**src/rtl/isr_pipe_ctrl.sv**
```systemverilog
// isr_pipe_ctrl: handshaked integer square root, one root bit per cycle.
// Restoring digit-by-digit method: two operand bits enter the partial
// remainder each cycle and one root bit is decided. No multipliers.
// Returns floor(sqrt(value)) and the remainder value - root^2.
module isr_pipe_ctrl #(
    parameter  int WIDTH  = 64,
    localparam int ROOT_W = WIDTH / 2
) (
    input  logic              clock,
    input  logic              reset,
    input  logic              in_valid,
    input  logic [WIDTH-1:0]  in_value,
    output logic              in_ready,
    output logic              out_valid,
    output logic [ROOT_W-1:0] out_root,
    output logic [ROOT_W:0]   out_rem,
    input  logic              out_ready,
    output logic              busy
);

    // The remainder needs two spare bits: the shifted remainder and the trial
    // value both reach ROOT_W+2 bits on the last iteration.
    localparam int REM_W = ROOT_W + 2;
    localparam int CNT_W = $clog2(ROOT_W);
    localparam logic [CNT_W-1:0] LAST_IT = CNT_W'(ROOT_W - 1);

    typedef enum logic [1:0] {
        IDLE,
        CALC,
        DONE
    } state_t;

    state_t             state;
    logic [WIDTH-1:0]   op;
    logic [ROOT_W-1:0]  q;
    logic [REM_W-1:0]   r;
    logic [CNT_W-1:0]   cnt;

    logic [REM_W-1:0]   r_sh;
    logic [REM_W-1:0]   trial;
    logic [REM_W-1:0]   r_nxt;
    logic [ROOT_W-1:0]  q_nxt;
    logic               r_top_unused;

    // The stored remainder never exceeds 2*q, so its top two bits are always
    // zero before the shift; they are dropped when the next pair enters.
    assign r_top_unused = ^r[REM_W-1:REM_W-2];

    // In DONE a new operand can be taken only on the edge that retires the
    // current result, so readiness follows the consumer, not the producer.
    assign in_ready = (state == IDLE) || ((state == DONE) && out_ready);

    // One restoring iteration: bring in the next operand pair, try (q<<2)|1.
    always_comb begin
        r_sh  = {r[REM_W-3:0], op[WIDTH-1 -: 2]};
        trial = {q, 2'b01};
        r_nxt = r_sh;
        q_nxt = {q[ROOT_W-2:0], 1'b0};
        if (r_sh >= trial) begin
            r_nxt = r_sh - trial;
            q_nxt = {q[ROOT_W-2:0], 1'b1};
        end
    end

    // Control FSM with registered outputs; datapath registers load on accept/iterate.
    always_ff @(posedge clock) begin
        if (!reset) begin
            state     <= IDLE;
            out_valid <= 1'b0;
            out_root  <= '0;
            out_rem   <= '0;
            busy      <= 1'b0;
            cnt       <= '0;
        end else begin
            case (state)
                IDLE: begin
                    if (in_valid) begin
                        op    <= in_value;
                        q     <= '0;
                        r     <= '0;
                        cnt   <= '0;
                        busy  <= 1'b1;
                        state <= CALC;
                    end
                end
                CALC: begin
                    op  <= op << 2;
                    q   <= q_nxt;
                    r   <= r_nxt;
                    cnt <= cnt + 1'b1;
                    if (cnt == LAST_IT) begin
                        out_root  <= q_nxt;
                        out_rem   <= r_nxt[ROOT_W:0];
                        out_valid <= 1'b1;
                        busy      <= 1'b0;
                        state     <= DONE;
                    end
                end
                DONE: begin
                    if (out_ready) begin
                        out_valid <= 1'b0;
                        if (in_valid) begin
                            // Retire and accept on the same edge: no bubble.
                            op    <= in_value;
                            q     <= '0;
                            r     <= '0;
                            cnt   <= '0;
                            busy  <= 1'b1;
                            state <= CALC;
                        end else begin
                            state <= IDLE;
                        end
                    end
                end
                default: begin
                    state     <= IDLE;
                    out_valid <= 1'b0;
                    busy      <= 1'b0;
                end
            endcase
        end
    end

endmodule

```
**config.mk**
```make
export PLATFORM = sky130hd
export DESIGN_NAME = isr_pipe_ctrl
export DESIGN_NICKNAME = d
export VERILOG_FILES = /design/src/rtl/isr_pipe_ctrl.sv
export SDC_FILE = /design/constraint.sdc
export NUM_CORES = 1
export LEC_CHECK = 0
export ABC_AREA = 1
export BUFFER_PORTS_ARGS = -buffer_cell sky130_fd_sc_hd__buf_2
export CORE_UTILIZATION = 30
export DETAILED_ROUTE_END_ITERATION = 12
export GPL_TIMING_DRIVEN = 0
export PLACE_DENSITY_LB_ADDON = 0.3
export SLEW_MARGIN = 30
export SYNTH_ARGS = -nofsm -noshare
export SYNTH_HDL_FRONTEND = slang
export SYNTH_SLANG_ARGS = --single-unit
```
**constraint.sdc**
```tcl
create_clock -name clock -period 14.5 [get_ports clock]
set_input_delay 1.45 -clock clock [delete_from_list [all_inputs] [get_ports clock]]
set_output_delay 1.45 -clock clock [all_outputs]
set_load 0.01 [all_outputs]
```
# Word level (Yosys, flattened, before mapping)
# Index checks and enable logic that the tools add are counted.
# Widths: inputs -> output; s select.
dict set report word_totals {
  register_bits 204
  inputBits 68
  out_inout_bits 68
  word_cells 55
}
dict set report classes {
  n_addsub 2
  order_cmp 1
  eq_ne 6
  muxes 26
  n_bitwise 1
  reduce_logical 10
}
# operator count
set op_table {}
lappend op_table {{$pmux 64 s3} 1}
lappend op_table {{$mux 64} 2}
lappend op_table {{$mux 34} 3}
lappend op_table {{$pmux 34 s3} 1}
lappend op_table {{$pmux 32 s3} 1}
lappend op_table {{$mux 32} 2}
lappend op_table {{$ge 34x34->1} 1}
lappend op_table {{$sub 34x34->34} 1}
lappend op_table {{$pmux 5 s3} 1}
lappend op_table {{$mux 5} 2}
lappend op_table {{$reduce_and 3->1} 3}
lappend op_table {{$mux 1} 7}
lappend op_table {{$mux 2} 3}
lappend op_table {{$ne 2x2->1 const B} 3}
lappend op_table {{$pmux 1 s3} 2}
lappend op_table {{$pmux 2 s3} 1}
lappend op_table {{$reduce_and 2->1} 3}
lappend op_table {{$add 5x1->5 const B} 1}
lappend op_table {{$eq 5x5->1 const B} 1}
lappend op_table {{$reduce_bool 3->1} 1}
lappend op_table {{$eq 2x1->1 const B} 1}
lappend op_table {{$eq 2x2->1 const B} 1}
lappend op_table {{$logic_not 2->1} 1}
lappend op_table {{$logic_and 1x1->1} 1}
lappend op_table {{other kinds (2)} 2}

# Longest topological paths before layout
dict set report depth {
  depth_word 3
  depth_mapped 18
  mapped_depth_nobuf 17
}

# Least setup slack after synthesis
# OpenSTA, ideal clock, no wires.
dict set report synth_timing {
  path_kind {in2reg}
  start {input port reset}
  end {register op[10], enable pin}
  arrival_time_ps 7342
  required_ps 13888
  path_slack_ps 6545
  stages 4
  path_cell_list {clkbuf_1 buf_1 inv_1 nor2_1}
}
dict set report synth_via {
  elab_chain_cells 1
}
# element line
set synth_lines {}
lappend synth_lines {{start, declared} 10} ;# input logic reset,
lappend synth_lines {{$reduce_and 3->1 (no source line)} -}
lappend synth_lines {{end signal, assigned} 78} ;# op <= in_value;
lappend synth_lines {{end signal, assigned} 87} ;# op <= op << 2;
lappend synth_lines {{end signal, assigned} 104} ;# op <= in_value;
lappend synth_lines {{end, declared} 34} ;# logic [WIDTH-1:0] op;
# Every way passes these cells.
# A chain may end at the register's enable or synchronous reset.

# Final worst setup path
dict set report layout_timing {
  start {input port reset}
  end {register r[16], enable pin}
}
dict set report layout_via {
  elab_chain_cells 1
}
# element line
set layout_lines {}
lappend layout_lines {{$reduce_and 3->1 (no source line)} -}
lappend layout_lines {{end signal, assigned} 89} ;# r <= r_nxt;
lappend layout_lines {{end, declared} 36} ;# logic [REM_W-1:0] r;
# Every way passes these cells.

==> out/results.tsv <==
stage	metric	value	unit
run_status	outcome	finished clean	
global_routing	largest net degree at the start of global routing	25	
detailed_routing	via count	9027	
logic_synthesis	adder-cell share of the synthesized area	4.22	%
timing	slew margin rel.	43.3	%
global_routing	gr usage total	16.2	%
global_routing	first-pass GRT wire length	46.3	mm
run	Max Cap Violations	0	
die	Total Die Area	36300	sq um
critical_path	worst-case reg-to-reg path depth	11	
logic_synthesis	Avg Inst Size Synth	7.90	sq um
timing	min Tclk post-route	3.48	ns
logic_synthesis	ranking of synthesized cells by area	edfxtp_1 (36%), nand2_1 (15%), dfxtp_1 (14%)	
critical_path	crit path DAT	3.72	ns
logic_synthesis	Synth Cell Area	10700	sq um
logic_synthesis	post-synth top area cell	edfxtp_1	
timing	Final Skew	0.00955	ns
logic_synthesis	Primary FF master, synth	edfxtp_1	
clock_tree	number of buffers created by CTS	23	
global_routing	initial antenna violation count	6	
clock_tree	CTS tree	done	
detailed_routing	Pre-Repair DR Iteration Count	5	
die	Die Wd	191	um
die	Cell Rows	68	
timing	Hold WS	0.465	ns
critical_path	crit-path max FO	23	
logic_synthesis	Gate Count Post-Synth	1350	
logic_synthesis	Post-synth ARST share	0	%
clock_tree	H-tree levels	1	
layout	layout cell share with drive strength beyond 1	13.5	%
detailed_routing	Iter 0 DRT Violations	551	
die	die height	191	um
clock_tree	clock-pin slew on the worst setup and hold paths	0.06	ns
detailed_routing	# DRC	0	
layout	Final nets	1619	
power	total power	1.59	mW
logic_synthesis	Post-synth EDFFs	128	
clock_tree	Post-CTS Setup Repair Bufs	0	
hold_path	HP Class	reg2reg	
global_routing	vias in the first global route	8737	
clock_tree	worst-skew pair later-pin latency	0.53	ns
hold_path	Min-Delay Path Depth	2	
logic_synthesis	Simple-Gate Fraction of Synth Area	24.7	%
timing	Worst Tran Pin Value	0.850	ns
critical_path	crit path kind	in2reg	
power	Power Density	123	nW/um^2
logic_synthesis	post-synthesis sequential area ratio	49.9	%
timing	setup repair after global routing missed its margin	false	
logic_synthesis	Synth top area share	36.0	%
timing	Final TNS setup	0	ns
detailed_routing	Top Layer Used	met5	
clock_tree	CTS Sinks	202	
logic_synthesis	largest family of logic cells by synthesized area	simple AND/OR/NAND/NOR gates	
detailed_routing	met2 WL	13.0	mm
placement	GPL Wtd Cong	0.945	
placement	IO Port Bufs	134	
clock_tree	clock root buffer	clkbuf_16	
detailed_routing	DRT met1 WL	13.5	mm
critical_path	Setup crit start kind	input pin	
die	starting density of the core	30.7	%
power	Peak VDD IR	0.0995	mV
detailed_routing	drt total wl	29.0	mm
detailed_routing	Vias/cell	4.53	
logic_synthesis	XOR/XNOR Fraction of Synth Area	1.40	%
global_routing	total grt overflow	0	
clock_tree	cts hold-fix bufs	0	
logic_synthesis	synthesized flop and latch total	202	
die	core area	34800	sq um
logic_synthesis	mux share of post-synthesis cell area	0	%
placement	placed wire-length estimate	22.4	mm
die	I/O pin count	136	
detailed_routing	average wire per standard cell	14.6	um
clock_tree	PostCTS Resize Cnt	0	
layout	area grow syn2layout	20.9	%
critical_path	worst endpoint required time	14.74	ns
logic_synthesis	compound-cell area share of the yosys netlist	10.8	%
clock_tree	CTS max path bufs	3	
detailed_routing	post-route ant nets	0	
timing	Fin. Hold Viols	0	
timing	max-slew violation count	0	
logic_synthesis	post-synth net total	1454	
timing	FMAX	0.287	GHz
timing	final setup violating endpoints	0	
critical_path	Crit. End Element	register	
detailed_routing	met3 WL	1.89	mm
logic_synthesis	Distinct cells, synth	36	
timing	final period utilization	24.0	%
logic_synthesis	Synthesis Warnings	0	
power	Static Leakage	6.00	nW
-- cells in the mapped netlist (12+ instances only) --
library cell	number
clkbuf_1	44
edfxtp_1	128
o21ai_0	115
nand3_1	90
o21a_1	25
a21oi_1	54
o21bai_1	12
nand2_1	429
dfxtp_1	74
inv_1	184
ha_1	36
nor2_1	95
-- path summary, 6_finish.rpt --
| check | startpoint | endpoint | slack (ns) |
|---|---|---|---|
| worst max-delay path | reset | r[16]$_SDFFCE_PN0P_ | 11.02 |
| worst min register to register | busy$_SDFFE_PN0P_ | busy$_SDFFE_PN0P_ | 0.46 |
| worst min-delay path | busy$_SDFFE_PN0P_ | busy$_SDFFE_PN0P_ | 0.46 |
| worst max register to register | cnt[0]$_SDFFE_PN0P_ | out_rem[31]$_SDFFE_PN0P_ | 11.73 |
-- sequential cells by signal (all words and copies together), names as in the netlist --
name       count
state          2
r             32
op            64
out_root      32
busy           1
cnt            5
q             32
out_rem       33
out_valid      1
-- per-stage QoR --
step	std cells	setup slack (ns)	utilization [%]	area (sq um)
floorplan	1350	6.55	-	10700
global placement	1939	3.25	34.2	11900
detailed placement	1945	10.42	34.7	12100
CTS	1987	10.99	37.0	12900
global route	1989	10.83	37.1	12900
finish	1991	11.02	37.1	12900
-- per-layer routing --
layer | GRT usage [%] | up-vias
met2 | 26.2 | 188
li1 | - | 4699
met4 | 3.97 | 4
met3 | 4.21 | 42
met5 | 0 | -
met1 | 21.6 | 4094
-- layout make-up --
class,instances,area [sq um]
timing repair buffer,140,823
clock inverter,9,138
fill,3599,21900
buffer,54,255
clock buffer,33,686
tap,455,569
sequential,202,5330
antenna,4,10.0
inverter,186,698
multi-input combinational,908,4400
-- critical path, stage by stage --
cell and delay, ns:
clkbuf_1 0.27, buf_1 0.69, inv_1 0.33, nor2_4 0.52
buf_8 0.24, buf_16 0.19
-- where the power goes --
group / internal (mW) / total, mW / switching (mW) / leakage [nW]
logic: 0.0984 / 0.296 / 0.198 / 3.76
clock network: 0.385 / 0.627 / 0.242 / 0.405
registers: 0.655 / 0.666 / 0.0115 / 1.84
total: 1.14 / 1.59 / 0.451 / 6.00
-- cell usage in the layout, fill, tap and decap left out, types with 3 or more instances in the layout --
| master | netlist | routed |
|---|---|---|
| nor2_2 | 5 | 5 |
| buf_16 | 0 | 5 |
| clkinv_2 | 0 | 3 |
| nand2_1 | 429 | 429 |
| clkbuf_1 | 44 | 49 |
| nor3_1 | 8 | 8 |
| clkbuf_16 | 0 | 25 |
| dfxtp_1 | 74 | 74 |
| nor2_1 | 95 | 94 |
| o21a_1 | 25 | 25 |
| o21bai_1 | 12 | 12 |
| nand2_2 | 5 | 5 |
| xnor2_1 | 6 | 6 |
| xor2_1 | 11 | 11 |
| ha_1 | 36 | 36 |
| diode_2 | 0 | 4 |
| bufinv_16 | 0 | 3 |
| o21ai_0 | 115 | 115 |
| a21oi_1 | 54 | 54 |
| clkbuf_8 | 0 | 3 |
| inv_1 | 184 | 184 |
| buf_2 | 2 | 136 |
| nand3_2 | 5 | 5 |
| edfxtp_1 | 128 | 128 |
| nand3_1 | 90 | 90 |
-- cell families after synthesis --
group                      count (synthesis)
AOI/OAI and AO/OA                        210
xor gates and xnor gates                  17
adders and majority gates                 36
buffers and inverters                    240
DFF                                      202
and+or+nand+nor                          645
(Power assumes the default switching activity.)
